<file path="config.mk">
export PLATFORM = sky130hd
export DESIGN_NAME = regfile_write_arbiter
export DESIGN_NICKNAME = d
export VERILOG_FILES = /design/src/rtl/regfile_write_arbiter.sv
export SDC_FILE = /design/constraint.sdc
export NUM_CORES = 1
export LEC_CHECK = 0
export CELL_PAD_IN_SITES_DETAIL_PLACEMENT = 0
export CELL_PAD_IN_SITES_GLOBAL_PLACEMENT = 2
export CORE_MARGIN = 5
export CORE_UTILIZATION = 25
export CTS_CLUSTER_DIAMETER = 150
export DETAILED_ROUTE_END_ITERATION = 8
export PLACE_DENSITY_LB_ADDON = 0.1
export SLEW_MARGIN = 20
export SYNTH_ARGS = -nofsm -noshare
export SYNTH_HDL_FRONTEND = slang
export SYNTH_SLANG_ARGS = --single-unit
</file>
<file path="constraint.sdc">
create_clock -name clk -period 2.9 [get_ports clk]
set_input_delay 0.58 -clock clk [delete_from_list [all_inputs] [get_ports clk]]
set_output_delay 0.58 -clock clk [all_outputs]
set_load 0.1 [all_outputs]
</file>
<file path="src/rtl/regfile_write_arbiter.sv">
// Write-port arbiter for the SIC-4 4x8 register file.
// Zero-fills every register after reset, then round-robins two requesters.
module regfile_write_arbiter #(
    parameter int DATA_W = 8,
    parameter int ADDR_W = 2
) (
    input  logic              clk,
    input  logic              reset,
    input  logic              a_valid,
    input  logic [ADDR_W-1:0] a_addr,
    input  logic [DATA_W-1:0] a_data,
    output logic              a_ready,
    input  logic              b_valid,
    input  logic [ADDR_W-1:0] b_addr,
    input  logic [DATA_W-1:0] b_data,
    output logic              b_ready,
    output logic              rf_write,
    output logic [ADDR_W-1:0] rf_waddr,
    output logic [DATA_W-1:0] rf_wdata,
    output logic              init_done
);

    localparam int NREGS = 2 ** ADDR_W;
    localparam logic [ADDR_W-1:0] LAST_REG = ADDR_W'(NREGS - 1);

    localparam logic [0:0] ST_INIT = 1'b0;
    localparam logic [0:0] ST_RUN  = 1'b1;

    localparam logic PRIO_A = 1'b0;
    localparam logic PRIO_B = 1'b1;

    logic [0:0]        state_q, state_d;
    logic [ADDR_W-1:0] cnt_q, cnt_d;
    logic              prio_q, prio_d;
    logic              rf_write_q, rf_write_d;
    logic [ADDR_W-1:0] rf_waddr_q, rf_waddr_d;
    logic [DATA_W-1:0] rf_wdata_q, rf_wdata_d;
    logic              init_done_q, init_done_d;

    logic run;
    logic a_xfer;
    logic b_xfer;

    assign run = (state_q == ST_RUN);

    // Grant: a lone requester wins, contention goes to the priority holder
    always_comb begin
        a_ready = run & a_valid & (~b_valid | (prio_q == PRIO_A));
        b_ready = run & b_valid & (~a_valid | (prio_q == PRIO_B));
    end

    assign a_xfer = a_valid & a_ready;
    assign b_xfer = b_valid & b_ready;

    // Next-state: zero-fill sequencing in INIT, winner forwarding in RUN
    always_comb begin
        state_d     = state_q;
        cnt_d       = cnt_q;
        prio_d      = prio_q;
        rf_write_d  = 1'b0;
        rf_waddr_d  = rf_waddr_q;
        rf_wdata_d  = rf_wdata_q;
        init_done_d = init_done_q;
        case (state_q)
            ST_INIT: begin
                rf_write_d = 1'b1;
                rf_waddr_d = cnt_q;
                rf_wdata_d = '0;
                cnt_d      = cnt_q + ADDR_W'(1);
                if (cnt_q == LAST_REG) begin
                    state_d     = ST_RUN;
                    init_done_d = 1'b1;
                end
            end
            ST_RUN: begin
                if (a_xfer) begin
                    rf_write_d = 1'b1;
                    rf_waddr_d = a_addr;
                    rf_wdata_d = a_data;
                    prio_d     = PRIO_B;
                end else if (b_xfer) begin
                    rf_write_d = 1'b1;
                    rf_waddr_d = b_addr;
                    rf_wdata_d = b_data;
                    prio_d     = PRIO_A;
                end
            end
            default: begin
                state_d = ST_INIT;
            end
        endcase
    end

    // State registers; reset abandons any write still on the port
    always_ff @(posedge clk or posedge reset) begin
        if (reset) begin
            state_q     <= ST_INIT;
            cnt_q       <= '0;
            prio_q      <= PRIO_A;
            rf_write_q  <= 1'b0;
            rf_waddr_q  <= '0;
            rf_wdata_q  <= '0;
            init_done_q <= 1'b0;
        end else begin
            state_q     <= state_d;
            cnt_q       <= cnt_d;
            prio_q      <= prio_d;
            rf_write_q  <= rf_write_d;
            rf_waddr_q  <= rf_waddr_d;
            rf_wdata_q  <= rf_wdata_d;
            init_done_q <= init_done_d;
        end
    end

    assign rf_write  = rf_write_q;
    assign rf_waddr  = rf_waddr_q;
    assign rf_wdata  = rf_wdata_q;
    assign init_done = init_done_q;

endmodule
</file>
# == After elaboration in Yosys (flattened, before gate mapping) ==
# Cells that the tools add are included.
# totals
out_inout_bits,14
word_cells,38
regBits,16
in_bits,24
# op_classes
n_reduce_logical,3
n_addsub,1
bitwise,12
muxes,13
n_eq_ne,2
# ops
cell,n
2-to-1 mux 8 bit,2
one-hot mux 8 bit (2 select lines),1
bitwise AND 1 bit,6
2-to-1 mux 1 bit,6
2-to-1 mux 2 bit,2
NOT 1 bit,4
one-hot mux 2 bit (2 select lines),1
AND reduction 2 bit,2
"!= test 3 x 1 -> 1 bit, second input constant",1
"adder 2 x 1 -> 2 bit, second input constant",1
"== test 2 bit, second input constant",1
OR 1 bit,2
one-hot mux 1 bit (2 select lines),1
nonzero test 2 bit,1

# == Logic depth before layout (Yosys ltp) ==
# Gate-level depths: netlist of the first run.
# depth
depth_word,7
depth_mapped,6
ltp_nobuf,4

# == Worst setup path before layout of the first run ==
# No wires, ideal clock.
# synth_path
path_type,input-to-output
startpoint,input b_valid
endpoint,output b_ready
path_slack_ns,0.122
t_required_ns,2.320
t_arrival_ns,2.198
stages,2
path_buffers,0
cell_sequence,nand2_1 a21oi_1
# synth_between
elab_chain_len,2
# synth_lines
item,line,source
"start, declared",13,"input logic b_valid,"
bitwise AND 1 bit (2 in series),49,b_ready = run & b_valid & (~a_valid | (prio_q == PRIO_B));
"end, declared",16,"output logic b_ready,"
# No other way between the ends.

# == Final worst setup path of the first run ==
# layout_path
startpoint,input b_valid
endpoint,output a_ready
# layout_between
elab_chain_len,3
# layout_lines
item,line,source
NOT 1 bit,48,a_ready = run & a_valid & (~b_valid | (prio_q == PRIO_A));
OR 1 bit,48,
bitwise AND 1 bit,48,
"end, declared",12,"output logic a_ready,"
# No other way between the ends.

==> impl_results.html, run 1 <==
<table>
<tr><th>Metric</th><th>Value</th></tr>
<tr><th colspan="2">STA</th></tr>
<tr><td>Setup violators final</td><td>0</td></tr>
<tr><td>Post-route setup TNS</td><td>0 ns</td></tr>
<tr><td>Tightest Pin Transition</td><td>0.698 ns</td></tr>
<tr><td>Top achievable clock speed</td><td>395 MHz</td></tr>
<tr><td>Final-report max-slew violation count</td><td>0</td></tr>
<tr><td>Relative max-transition margin</td><td>53.3%</td></tr>
<tr><td>Min cycle time layout</td><td>2.53 ns</td></tr>
<tr><td>Count of final hold-check violations</td><td>0</td></tr>
<tr><td>Final worst path period share</td><td>87.3%</td></tr>
<tr><td>Hold_ws</td><td>0.482 ns</td></tr>
<tr><td>Post-route worst setup slack</td><td>0.369 ns</td></tr>
<tr><td>Clock skew after layout</td><td>0.00547 ns</td></tr>
<tr><td>Setup repair after global routing missed its margin</td><td>false</td></tr>
<tr><th colspan="2">Clock tree</th></tr>
<tr><td>Clock buffer count from CTS</td><td>3</td></tr>
<tr><td>Number of buffers between clock root and the deepest sink</td><td>2</td></tr>
<tr><td>Clock H-tree levels</td><td>1</td></tr>
<tr><td>Clock-pin slew reported for the worst setup and hold paths after clock tree synthesis</td><td>0.10 ns</td></tr>
<tr><td>Number of gates given a new drive strength after cts</td><td>0</td></tr>
<tr><td>Clock tree from TritonCTS</td><td>built</td></tr>
<tr><td>Clock latency on the worst-skew pair</td><td>0.29 ns</td></tr>
<tr><td>Clock sinks</td><td>16</td></tr>
<tr><td>Root cell of the clock tree</td><td>clkbuf_4</td></tr>
<tr><td>Number of hold buffers added after cts</td><td>0</td></tr>
<tr><td>Post-CTS Repair Setup Buffers</td><td>0</td></tr>
<tr><th colspan="2">Synth</th></tr>
<tr><td>Combinational family with the most area after synthesis</td><td>compound AO/OA/AOI/OAI gates</td></tr>
<tr><td>Fraction of post-synthesis cell area in the top cell type by area</td><td>47.7%</td></tr>
<tr><td>Warning count from the yosys run</td><td>0</td></tr>
<tr><td>EDFF count, synth</td><td>0</td></tr>
<tr><td>Mux contribution to synthesized area</td><td>1.34%</td></tr>
<tr><td>Most used standard cell by instance count after synthesis</td><td>dfrtp_1</td></tr>
<tr><td>Synth Area in XOR/XNOR</td><td>1.04%</td></tr>
<tr><td>Top_reg_cell synth</td><td>dfrtp_1</td></tr>
<tr><td>Synthesized area</td><td>840 um2</td></tr>
<tr><td>Number of distinct library cells after synthesis</td><td>28</td></tr>
<tr><td>Number of flip-flops and latches in the synthesized netlist</td><td>16</td></tr>
<tr><td>Synthesized-area fraction occupied by and/or/nand/nor cells</td><td>15.4%</td></tr>
<tr><td>Area contributors post-synth</td><td>dfrtp_1 48%, a211oi_2 12%, nor3_1 4.8%</td></tr>
<tr><td>Per-instance average area after synthesis</td><td>10.5 um2</td></tr>
<tr><td>Synthesized-area fraction occupied by ao, oa, aoi and oai cells</td><td>23.5%</td></tr>
<tr><td>Total nets after synthesis</td><td>105</td></tr>
<tr><td>Library cell occupying the most area in the post-synthesis netlist</td><td>dfrtp_1</td></tr>
<tr><td>Sequential fraction of the synthesis area</td><td>47.7%</td></tr>
<tr><td>Async set or reset register ratio after synthesis</td><td>100%</td></tr>
<tr><td>Post-Synthesis Cells</td><td>80</td></tr>
<tr><td>Synth Area in Adders</td><td>1.49%</td></tr>
<tr><td>Synth top cells by count</td><td>16 x dfrtp_1, 9 x nor2_1, 8 x a211oi_2, 8 x nor3_1, 8 x o21ai_1</td></tr>
<tr><th colspan="2">Critical path</th></tr>
<tr><td>WS Path Type</td><td>in -&gt; out</td></tr>
<tr><td>Worst setup SP type</td><td>input pin</td></tr>
<tr><td>Highest-delay cell along the critical path</td><td>clkdlybuf4s50_1</td></tr>
<tr><td>Buffers and inverters on the worst path</td><td>3</td></tr>
<tr><td>Crit-path max FO</td><td>9</td></tr>
<tr><td>Data arrival, critical path</td><td>1.95 ns</td></tr>
<tr><td>List of cells traversed by the critical path</td><td>clkdlybuf4s50_1 &gt; and2_1 &gt; or2_4 &gt; inv_6 &gt; buf_12</td></tr>
<tr><td>Family with the most delay on the worst path</td><td>buffers and inverters</td></tr>
<tr><td>Critical Path Stages</td><td>5</td></tr>
<tr><td>Worst EP required</td><td>2.32 ns</td></tr>
<tr><td>Slowest stage delay, CP</td><td>0.50 ns</td></tr>
<tr><td>Type of element capturing the critical path</td><td>output pin</td></tr>
<tr><td>Cell count of the worst reg-to-reg path</td><td>4</td></tr>
<tr><th colspan="2">Outcome</th></tr>
<tr><td>Status</td><td>complete, no violations</td></tr>
<tr><th colspan="2">Global route</th></tr>
<tr><td>Total global-route track usage</td><td>11.0%</td></tr>
<tr><td>First-pass GRT wire length</td><td>3.73 mm</td></tr>
<tr><td>Pin count of the biggest net entering global routing</td><td>17</td></tr>
<tr><td>Number of global-route vias before repair</td><td>762</td></tr>
<tr><td>Initial antenna violation count</td><td>0</td></tr>
<tr><td>Global route overflow</td><td>0</td></tr>
<tr><th colspan="2">Place</th></tr>
<tr><td>Weighted congestion reported at the end of routability-driven placement</td><td>0.676</td></tr>
<tr><td>Minimum setup slack after placement</td><td>0.336 ns</td></tr>
<tr><td>Detailed placement HPWL</td><td>1.67 mm</td></tr>
<tr><td>Count of input and output buffers</td><td>37</td></tr>
<tr><th colspan="2">Drt</th></tr>
<tr><td>Met3 wire len</td><td>132 um</td></tr>
<tr><td>DRT antenna net count</td><td>0</td></tr>
<tr><td>Number of vias in the routed layout</td><td>702</td></tr>
<tr><td>Number of design-rule violations left by the first detailed-router iteration</td><td>34</td></tr>
<tr><td>Final routed wire length divided by cell count</td><td>13.9 um</td></tr>
<tr><td>Number of remaining DRC errors</td><td>0</td></tr>
<tr><td>Detailed-router iteration count before antenna repair</td><td>2</td></tr>
<tr><td>Post-Route WL</td><td>2.27 mm</td></tr>
<tr><td>Uppermost layer routed</td><td>met4</td></tr>
<tr><td>Number of vias per cell after detailed routing</td><td>4.31</td></tr>
<tr><td>Met1 WL</td><td>1.04 mm</td></tr>
<tr><td>Met2 Routed Length</td><td>1.08 mm</td></tr>
<tr><th colspan="2">Floorplan</th></tr>
<tr><td>Number of ports placed on the die boundary</td><td>38</td></tr>
<tr><td>Standard-cell row count</td><td>21</td></tr>
<tr><td>Core area</td><td>3280 um2</td></tr>
<tr><td>Die Outline Area</td><td>4620 um2</td></tr>
<tr><td>Chip Width</td><td>68.0 um</td></tr>
<tr><td>Initial Utilization</td><td>25.6%</td></tr>
<tr><td>Vert. Die Dim</td><td>68.0 um</td></tr>
<tr><th colspan="2">Min path</th></tr>
<tr><td>Number of stages on the worst hold path</td><td>1</td></tr>
<tr><td>Hold WC Path Type</td><td>reg -&gt; reg</td></tr>
<tr><th colspan="2">Run</th></tr>
<tr><td>Number of violations of the max-capacitance limit</td><td>0</td></tr>
<tr><th colspan="2">Power and ir drop</th></tr>
<tr><td>P_leak</td><td>0.530 nW</td></tr>
<tr><td>Total power divided by cell area</td><td>562 nW/um2</td></tr>
<tr><td>Worst ir drop on vdd</td><td>0.226 mV</td></tr>
<tr><th colspan="2">Layout</th></tr>
<tr><td>Ratio of cells with drive above 1 in the final layout</td><td>28.2%</td></tr>
<tr><td>Nets@finish</td><td>143</td></tr>
<tr><td>Antenna diodes</td><td>0</td></tr>
<tr><td>Filler instances</td><td>347</td></tr>
<tr><td>Fin util</td><td>38.0%</td></tr>
<tr><td>Area added between synthesis and finish</td><td>48.7%</td></tr>
</table>
[cells in the final DEF (no fill, tap or decap), types with 2 or more instances in the layout]
| cell type | n |
|---|---|
| clkdlybuf4s50_1 | 23 |
| dfrtp_1 | 16 |
| buf_4 | 13 |
| nor2_1 | 9 |
| o21ai_1 | 8 |
| nor3_1 | 8 |
| a211oi_2 | 8 |
| inv_1 | 5 |
| nand2_1 | 4 |
| clkbuf_4 | 3 |
| buf_12 | 2 |
[through the flow]
step	cell area [um2]	instances	power (W)
2_1_floorplan	840	80	0.000476
3_3_place_gp	1210	159	0.000559
3_5_place_dp	1210	159	0.000558
4_1_cts	1250	163	0.000715
5_1_grt	1250	163	0.000734
6_report	1250	163	0.000702
[path summary, 6_finish.rpt]
kind	startpoint	slack, ns	to
max	b_valid	0.37	a_ready
min	init_done$_DFFE_PP0P_	0.48	init_done$_DFFE_PP0P_
max reg2reg	prio_q$_DFFE_PP0P_	1.39	rf_waddr[1]$_DFFE_PP0P_
min reg2reg	init_done$_DFFE_PP0P_	0.48	init_done$_DFFE_PP0P_
max in group asynchronous	reset	1.79	prio_q$_DFFE_PP0P_
min in group asynchronous	reset	0.68	rf_write$_DFF_PP0_
[state kept, by name (all words and copies together), names as in the netlist]
register / count
rf_write: 1
cnt_q: 2
rf_waddr: 2
run: 1
init_done: 1
prio_q: 1
rf_wdata: 8
[cells by family after synthesis]
kind of cell / after synthesis
simple gates: 27
compound gates: 23
flops: 16
buf+inv: 11
xor+xnor: 1
mux: 1
fa+ha+maj: 1
[power breakdown]
part	switching [W]	internal (W)	total [W]
clock	0.0000744	0.0000764	0.000151
sequential	0.0000115	0.000243	0.000255
combinational	0.000210	0.0000858	0.000296
total	0.000296	0.000405	0.000702
[metal layers]
layer	vias to the layer above	track usage, %
met5	-	0
met4	0	2.48
met3	2	4.60
met2	21	17.8
met1	322	13.5
li1	357	-
[final cells by class]
type | count | area (um2) | area share [%]
sequential | 16 | 400 | 32.1
multi-input combinational | 53 | 359 | 28.8
clock buffer | 4 | 36.3 | 2.91
inverter | 6 | 27.5 | 2.20
timing repair buffer | 38 | 368 | 29.5
tap | 46 | 57.6 | 4.61
(Power assumes the default switching activity.)
==> run 2: changes to the inputs <==
Settings changed: CORE_UTILIZATION 25 to 37, DONT_BUFFER_PORTS set to 1.
==> run 2 against run 1 <==
Effect of this change:
- final area shrank 30%
- combinational power shrank 70%
- non-clock buffer count decreased by 36
- final cell count down 33%
- clock power fell by 3%
==> impl_results.html, run 2 (synthesis gave the netlist of run 1 again) <==
<table>
<tr><th>Metric</th><th>Value</th></tr>
<tr><th colspan="2">Outcome</th></tr>
<tr><td>Status</td><td>complete, no violations</td></tr>
<tr><th colspan="2">Drt</th></tr>
<tr><td>Post-Route WL</td><td>1.91 mm (-16%)</td></tr>
<tr><td>Number of remaining DRC errors</td><td>0 (unchanged)</td></tr>
<tr><td>Number of design-rule violations left by the first detailed-router iteration</td><td>9 (-74%)</td></tr>
<tr><td>Number of vias per cell after detailed routing</td><td>5.22 (+21%)</td></tr>
<tr><td>DRT antenna net count</td><td>0 (unchanged)</td></tr>
<tr><td>Final routed wire length divided by cell count</td><td>17.5 um (+26%)</td></tr>
<tr><td>Detailed-router iteration count before antenna repair</td><td>4 (+2)</td></tr>
<tr><td>Number of vias in the routed layout</td><td>569 (-19%)</td></tr>
<tr><th colspan="2">Layout</th></tr>
<tr><td>Final cell area excluding filler cells</td><td>877 um2 (-30%)</td></tr>
<tr><td>Commonest cells after routing, fill and taps aside</td><td>16 x dfrtp_1, 9 x nor2_1, 8 x o21ai_1, 8 x nor3_1, 8 x a211oi_2</td></tr>
<tr><td>Filler instances</td><td>229 (-34%)</td></tr>
<tr><td>Most common cell after layout, fill and taps aside</td><td>dfrtp_1</td></tr>
<tr><td>Register area</td><td>400 um2 (unchanged)</td></tr>
<tr><td>Fin util</td><td>40.0% (+2.0 points)</td></tr>
<tr><td>Ratio of cells with drive above 1 in the final layout</td><td>25.9% (-2.3 points)</td></tr>
<tr><td>Multi-input gate area in the final layout</td><td>363 um2 (+1.0%)</td></tr>
<tr><td>Area added between synthesis and finish</td><td>4.47%</td></tr>
<tr><td>Max reg flops</td><td>8 (unchanged)</td></tr>
<tr><td>Nets@finish</td><td>107 (-25%)</td></tr>
<tr><td>Antenna diodes</td><td>0 (unchanged)</td></tr>
<tr><th colspan="2">STA</th></tr>
<tr><td>Relative max-transition margin</td><td>39.5% (-14 points)</td></tr>
<tr><td>Hold_ws</td><td>0.257 ns (-0.225 ns)</td></tr>
<tr><td>Final worst path period share</td><td>73.6% (-14 points)</td></tr>
<tr><td>Clock skew after layout</td><td>0.00473 ns (-0.000743 ns)</td></tr>
<tr><td>Setup repair after global routing missed its margin</td><td>false</td></tr>
<tr><td>Post-route setup TNS</td><td>0 ns (unchanged)</td></tr>
<tr><td>Setup violators final</td><td>0 (unchanged)</td></tr>
<tr><td>Min cycle time layout</td><td>2.13 ns (-0.397 ns)</td></tr>
<tr><td>Post-route worst setup slack</td><td>0.766 ns (+0.397 ns)</td></tr>
<tr><td>Count of final hold-check violations</td><td>0 (unchanged)</td></tr>
<tr><td>Top achievable clock speed</td><td>469 MHz (+19%)</td></tr>
<tr><td>Final-report max-slew violation count</td><td>0 (unchanged)</td></tr>
<tr><td>Tightest Pin Transition</td><td>0.907 ns (+0.209 ns)</td></tr>
<tr><th colspan="2">Floorplan</th></tr>
<tr><td>Die Outline Area</td><td>3320 um2 (-28%)</td></tr>
<tr><td>Number of ports placed on the die boundary</td><td>38 (unchanged)</td></tr>
<tr><td>Initial Utilization</td><td>38.3% (+13 points)</td></tr>
<tr><td>Standard-cell row count</td><td>17 (-19%)</td></tr>
<tr><td>Chip Width</td><td>57.6 um (-15%)</td></tr>
<tr><td>Vert. Die Dim</td><td>57.6 um (-15%)</td></tr>
<tr><td>Core area</td><td>2190 um2 (-33%)</td></tr>
<tr><th colspan="2">Clock tree</th></tr>
<tr><td>Clock buffer count from CTS</td><td>3 (unchanged)</td></tr>
<tr><td>Root cell of the clock tree</td><td>clkbuf_4</td></tr>
<tr><td>Number of gates given a new drive strength after cts</td><td>0 (unchanged)</td></tr>
<tr><td>Number of buffers between clock root and the deepest sink</td><td>2 (unchanged)</td></tr>
<tr><td>Number of hold buffers added after cts</td><td>0 (unchanged)</td></tr>
<tr><td>Post-CTS Repair Setup Buffers</td><td>0 (unchanged)</td></tr>
<tr><td>Clock-pin slew reported for the worst setup and hold paths after clock tree synthesis</td><td>0.10 ns (about the same)</td></tr>
<tr><td>Clock sinks</td><td>16 (unchanged)</td></tr>
<tr><td>Clock latency on the worst-skew pair</td><td>0.28 ns (about the same)</td></tr>
<tr><td>Clock tree from TritonCTS</td><td>built</td></tr>
<tr><td>Clock H-tree levels</td><td>1 (unchanged)</td></tr>
<tr><th colspan="2">Critical path</th></tr>
<tr><td>Cell count of the worst reg-to-reg path</td><td>4 (unchanged)</td></tr>
<tr><td>Data arrival, critical path</td><td>1.55 ns (-0.40 ns)</td></tr>
<tr><td>Worst EP required</td><td>2.32 ns (about the same)</td></tr>
<tr><td>Crit-path max FO</td><td>10 (+1)</td></tr>
<tr><td>Type of element capturing the critical path</td><td>output pin</td></tr>
<tr><td>Worst setup SP type</td><td>flop</td></tr>
<tr><td>WS Path Type</td><td>reg -&gt; out</td></tr>
<tr><th colspan="2">Global route</th></tr>
<tr><td>Pin count of the biggest net entering global routing</td><td>17 (unchanged)</td></tr>
<tr><td>Initial antenna violation count</td><td>0 (unchanged)</td></tr>
<tr><td>First-pass GRT wire length</td><td>3.06 mm (-18%)</td></tr>
<tr><td>Global route overflow</td><td>0 (unchanged)</td></tr>
<tr><td>Total global-route track usage</td><td>12.4% (+1.4 points)</td></tr>
<tr><td>Number of global-route vias before repair</td><td>633 (-17%)</td></tr>
<tr><th colspan="2">Power and ir drop</th></tr>
<tr><td>Cell Int Power</td><td>0.000345 W (-15%)</td></tr>
<tr><td>Total power divided by cell area</td><td>711 nW/um2 (+27%)</td></tr>
<tr><td>Worst ir drop on vdd</td><td>0.315 mV (+40%)</td></tr>
<tr><td>Switching part of the total power</td><td>44.7% (+2.4 points)</td></tr>
<tr><td>Seq pwr share</td><td>62.6% (+26 points)</td></tr>
<tr><td>Clock network fraction of design power</td><td>23.4% (+1.9 points)</td></tr>
<tr><td>Combinational fraction of design power</td><td>14.0% (-28 points)</td></tr>
<tr><td>P_leak</td><td>0.371 nW (-30%)</td></tr>
<tr><td>Psw</td><td>0.000279 W (-5.9%)</td></tr>
<tr><th colspan="2">Run</th></tr>
<tr><td>Number of violations of the max-capacitance limit</td><td>0 (unchanged)</td></tr>
<tr><th colspan="2">Place</th></tr>
<tr><td>Detailed placement HPWL</td><td>1.40 mm (-16%)</td></tr>
<tr><td>Post-DP Area</td><td>841 um2 (-31%)</td></tr>
<tr><td>Weighted congestion reported at the end of routability-driven placement</td><td>0.719 (+6.4%)</td></tr>
<tr><td>Count of input and output buffers</td><td>0 (-100%)</td></tr>
<tr><td>Minimum setup slack after placement</td><td>0.932 ns (+0.596 ns)</td></tr>
<tr><th colspan="2">Min path</th></tr>
<tr><td>Hold WC Path Type</td><td>in -&gt; async</td></tr>
</table>
## run 2: changes by cell type in the layout (fill, tap and decap cells not counted)
cell and delta:
a21oi_2 +1, clkdlybuf4s50_1 -23, buf_4 -11, buf_12 -2, a21oi_1 -1
## run 2: per-stage QoR
stage / std cells / total power (W)
2_1_floorplan: 80 / 0.000476
3_3_place_gp: 105 / 0.000485
3_5_place_dp: 105 / 0.000484
4_1_cts: 109 / 0.000636
5_1_grt: 109 / 0.000661
6_report: 109 / 0.000624
## run 2: cell type report
class                   instances  share of cell area [%]
repair buffers                  2                    1.71
inverters                       6                    3.14
multi-input cells              53                    41.4
well taps                      28                    3.99
flip-flops and latches         16                    45.6
clock buffers                   4                    4.14
## run 2: worst max-delay path: stages (launching register included)
cell and delay (ns):
dfrtp_1 0.49, nand2_2 0.19, or2_4 0.38, inv_6 0.21
## run 2: final timing paths
kind | slack (ns) | from | endpoint
max | 0.77 | run$_DFF_PP0_ | a_ready
min | 0.26 | reset | rf_wdata[5]$_DFFE_PP0P_
max reg2reg | 1.29 | prio_q$_DFFE_PP0P_ | rf_waddr[1]$_DFFE_PP0P_
min reg2reg | 0.53 | cnt_q[0]$_DFFE_PP0N_ | cnt_q[0]$_DFFE_PP0N_
max in group asynchronous | 2.23 | reset | prio_q$_DFFE_PP0P_
min in group clk | 0.43 | a_addr[0] | rf_waddr[0]$_DFFE_PP0P_
## run 2: per-layer routing
layer  routed length (um)  vias up  track usage, %
met5                    0        -               0
met1                  802      263            15.5
li1                     -      282               -
met4                   25        0            6.62
met3                  148        4            4.45
met2                  931       20            18.5
## run 2: power groups by stage
stage,clock network [W],registers [W],logic (W)
detailed placement,0,0.000396,0.0000885
finish,0.000146,0.000391,0.0000874
floorplan,0,0.000392,0.0000841
global placement,0,0.000396,0.0000888
CTS,0.000156,0.000391,0.0000889
global route,0.000170,0.000395,0.0000962
==> run 3: changes to the inputs <==
Settings changed: CORE_UTILIZATION 37 to 31.
Clock period 2.9 ns to 1.9 ns, I/O delays scaled along.
==> run 3 against run 2 <==
Effect of this change:
- clock skew is 0.0016 ns lower
- final cell count is 14% higher
- clock power is 23% higher
- utilization is 1.8 points lower
- sequential share of layout area is 4.5 points lower
- non-clock buffer count is 14 higher
- setup slack worse by 0.69 ns
- first-iteration DRC count is 33% higher
- via count is 8.1% higher
- hold slack worse by 0.20 ns
- critical path depth stayed put
- critical endpoint unchanged
- largest cell class unchanged
- highest routed layer unchanged
==> impl_results.html, run 3 (synthesis gave the netlist of run 1 again) <==
<table>
<tr><th>Metric</th><th>Value</th></tr>
<tr><th colspan="2">Critical path</th></tr>
<tr><td>Cell count of the worst reg-to-reg path</td><td>4 (unchanged)</td></tr>
<tr><td>WS Path Type</td><td>reg -&gt; out</td></tr>
<tr><td>Launch point of the worst reg-to-reg path</td><td>prio_q$_DFFE_PP0P_</td></tr>
<tr><td>Worst r2r dst</td><td>rf_waddr[1]$_DFFE_PP0P_</td></tr>
<tr><td>Crit-path max FO</td><td>9 (-1)</td></tr>
<tr><td>R2R setup slack</td><td>0.37 ns (-0.92 ns)</td></tr>
<tr><td>Data arrival, critical path</td><td>1.44 ns (-0.11 ns)</td></tr>
<tr><td>Type of element capturing the critical path</td><td>output pin</td></tr>
<tr><td>Worst EP required</td><td>1.52 ns (-0.80 ns)</td></tr>
<tr><td>Worst setup SP type</td><td>flop</td></tr>
<tr><th colspan="2">Layout</th></tr>
<tr><td>Nets@finish</td><td>121 (+13%)</td></tr>
<tr><td>Fin util</td><td>38.2% (-1.8 points)</td></tr>
<tr><td>Filler instances</td><td>287 (+25%)</td></tr>
<tr><td>Max reg flops</td><td>8 (unchanged)</td></tr>
<tr><td>Ratio of cells with drive above 1 in the final layout</td><td>36.2% (+10 points)</td></tr>
<tr><td>Commonest cells after routing, fill and taps aside</td><td>16 x dfrtp_1, 16 x buf_4, 9 x nor2_1</td></tr>
<tr><td>Antenna diodes</td><td>0 (unchanged)</td></tr>
<tr><td>Area added between synthesis and finish</td><td>15.9%</td></tr>
<tr><th colspan="2">STA</th></tr>
<tr><td>Clock skew after layout</td><td>0.00309 ns (-0.00164 ns)</td></tr>
<tr><td>Post-route setup TNS</td><td>0 ns (unchanged)</td></tr>
<tr><td>Relative max-transition margin</td><td>40.0% (+0.43 points)</td></tr>
<tr><td>Count of final hold-check violations</td><td>0 (unchanged)</td></tr>
<tr><td>Final-report max-slew violation count</td><td>0 (unchanged)</td></tr>
<tr><td>Hold_ws</td><td>0.0554 ns (-0.201 ns)</td></tr>
<tr><td>Final worst path period share</td><td>95.9%</td></tr>
<tr><td>Tightest Pin Transition</td><td>0.901 ns (-0.00638 ns)</td></tr>
<tr><td>Setup repair after global routing missed its margin</td><td>false</td></tr>
<tr><td>Top achievable clock speed</td><td>549 MHz</td></tr>
<tr><td>Setup violators final</td><td>0 (unchanged)</td></tr>
<tr><td>Min cycle time layout</td><td>1.82 ns</td></tr>
<tr><th colspan="2">Global route</th></tr>
<tr><td>First-pass GRT wire length</td><td>3.31 mm (+8.1%)</td></tr>
<tr><td>Pin count of the biggest net entering global routing</td><td>17 (unchanged)</td></tr>
<tr><td>Number of global-route vias before repair</td><td>692 (+9.3%)</td></tr>
<tr><td>Total global-route track usage</td><td>12.1% (-0.30 points)</td></tr>
<tr><td>Global route overflow</td><td>0 (unchanged)</td></tr>
<tr><td>Initial antenna violation count</td><td>0 (unchanged)</td></tr>
<tr><th colspan="2">Floorplan</th></tr>
<tr><td>Number of ports placed on the die boundary</td><td>38 (unchanged)</td></tr>
<tr><td>Core area</td><td>2540 um2 (+16%)</td></tr>
<tr><td>Vert. Die Dim</td><td>62.0 um (+7.6%)</td></tr>
<tr><td>Die Outline Area</td><td>3850 um2 (+16%)</td></tr>
<tr><td>Initial Utilization</td><td>33.0% (-5.3 points)</td></tr>
<tr><td>Chip Width</td><td>62.0 um (+7.6%)</td></tr>
<tr><td>Standard-cell row count</td><td>18 (+1)</td></tr>
<tr><th colspan="2">Clock tree</th></tr>
<tr><td>Clock-pin slew reported for the worst setup and hold paths after clock tree synthesis</td><td>0.09 ns (about the same)</td></tr>
<tr><td>Number of buffers between clock root and the deepest sink</td><td>2 (unchanged)</td></tr>
<tr><td>Clock tree from TritonCTS</td><td>built</td></tr>
<tr><td>Clock buffer count from CTS</td><td>3 (unchanged)</td></tr>
<tr><td>Root cell of the clock tree</td><td>clkbuf_4</td></tr>
<tr><td>Clock H-tree levels</td><td>1 (unchanged)</td></tr>
<tr><td>Number of hold buffers added after cts</td><td>0 (unchanged)</td></tr>
<tr><td>Clock sinks</td><td>16 (unchanged)</td></tr>
<tr><td>Clock latency on the worst-skew pair</td><td>0.28 ns (about the same)</td></tr>
<tr><th colspan="2">Drt</th></tr>
<tr><td>DRT antenna net count</td><td>0 (unchanged)</td></tr>
<tr><td>Final routed wire length divided by cell count</td><td>17.3 um (-1.4%)</td></tr>
<tr><td>Number of vias per cell after detailed routing</td><td>4.96 (-5.0%)</td></tr>
<tr><td>Number of vias in the routed layout</td><td>615 (+8.1%)</td></tr>
<tr><td>Number of design-rule violations left by the first detailed-router iteration</td><td>12 (+3)</td></tr>
<tr><td>Uppermost layer routed</td><td>met4</td></tr>
<tr><td>Met3 wire len</td><td>160 um (+8.1%)</td></tr>
<tr><td>Met1 WL</td><td>884 um (+10%)</td></tr>
<tr><td>Post-Route WL</td><td>2.14 mm (+12%)</td></tr>
<tr><td>Detailed-router iteration count before antenna repair</td><td>2 (-2)</td></tr>
<tr><td>Met2 Routed Length</td><td>1.08 mm (+16%)</td></tr>
<tr><td>Number of remaining DRC errors</td><td>0 (unchanged)</td></tr>
<tr><th colspan="2">Power and ir drop</th></tr>
<tr><td>Worst ir drop on vdd</td><td>0.593 mV (+88%)</td></tr>
<tr><td>Total power divided by cell area</td><td>991 nW/um2 (+39%)</td></tr>
<tr><td>P_leak</td><td>0.432 nW (+17%)</td></tr>
<tr><th colspan="2">Run</th></tr>
<tr><td>Number of violations of the max-capacitance limit</td><td>0 (unchanged)</td></tr>
<tr><th colspan="2">Place</th></tr>
<tr><td>Count of input and output buffers</td><td>0 (unchanged)</td></tr>
<tr><td>Weighted congestion reported at the end of routability-driven placement</td><td>0.694 (-3.5%)</td></tr>
<tr><td>Detailed placement HPWL</td><td>1.61 mm (+15%)</td></tr>
<tr><th colspan="2">Outcome</th></tr>
<tr><td>Status</td><td>complete, no violations</td></tr>
<tr><th colspan="2">Min path</th></tr>
<tr><td>Hold WC Path Type</td><td>in -&gt; async</td></tr>
</table>
## run 3: worst max-delay path by stage
stage                             from                      end  slack [ns]  cells past startpoint
floorplan                run$_DFF_PP0_                  b_ready        0.11                      3
global placement               b_valid  rf_waddr[1]$_DFFE_PP0P_        0.32                      4
detailed placement             b_valid  rf_waddr[1]$_DFFE_PP0P_        0.25                      4
CTS                 prio_q$_DFFE_PP0P_                  a_ready        0.02                      3
global route        prio_q$_DFFE_PP0P_                  a_ready        0.02                      3
finish              prio_q$_DFFE_PP0P_                  a_ready        0.08                      3
## run 3: where the power goes
part           leakage (nW)  total [W]  switching (W)  internal, W
registers             0.182   0.000383      0.0000121     0.000371
clock network        0.0138   0.000179       0.000105    0.0000735
logic                 0.237   0.000403       0.000317    0.0000858
total                 0.432   0.000965       0.000435     0.000530
## run 3: repair_timing
item,CTS,global route
resized for setup,1,0
setup endpoints to repair,1,1
pin swaps,0,1
setup buffers,0,2
## run 3: metal layers
metal	up-vias	track usage (%)
li1	310	-
met2	18	19.5
met4	0	1.82
met1	285	14.7
met5	-	0
met3	2	6.20
## run 3: through the flow
step / std cells / area (um2) / power, W / setup slack, ns
final: 124 / 973 / 0.000965 / 0.0777
after detailed placement: 119 / 933 / 0.000791 / 0.253
after floorplan: 80 / 843 / 0.000727 / 0.106
after CTS: 122 / 958 / 0.000973 / 0.0183
after global placement: 119 / 933 / 0.000789 / 0.323
after global routing: 124 / 973 / 0.00101 / 0.0158
## run 3: final cells by class
| cell class | count | area [um2] | share of cell area [%] |
|---|---|---|---|
| Sequential cell | 16 | 400 | 41.1 |
| Multi-Input combinational cell | 53 | 363 | 37.3 |
| Timing Repair Buffer | 16 | 120 | 12.3 |
| Tap cell | 30 | 37.5 | 3.86 |
| Inverter | 6 | 30.0 | 3.08 |
| Clock buffer | 3 | 22.5 | 2.31 |
## run 3: worst max-delay path, stage by stage (launching register included)
cell,delay (ns)
dfrtp_1,0.41
and2_1,0.25
or2_4,0.33
inv_8,0.16
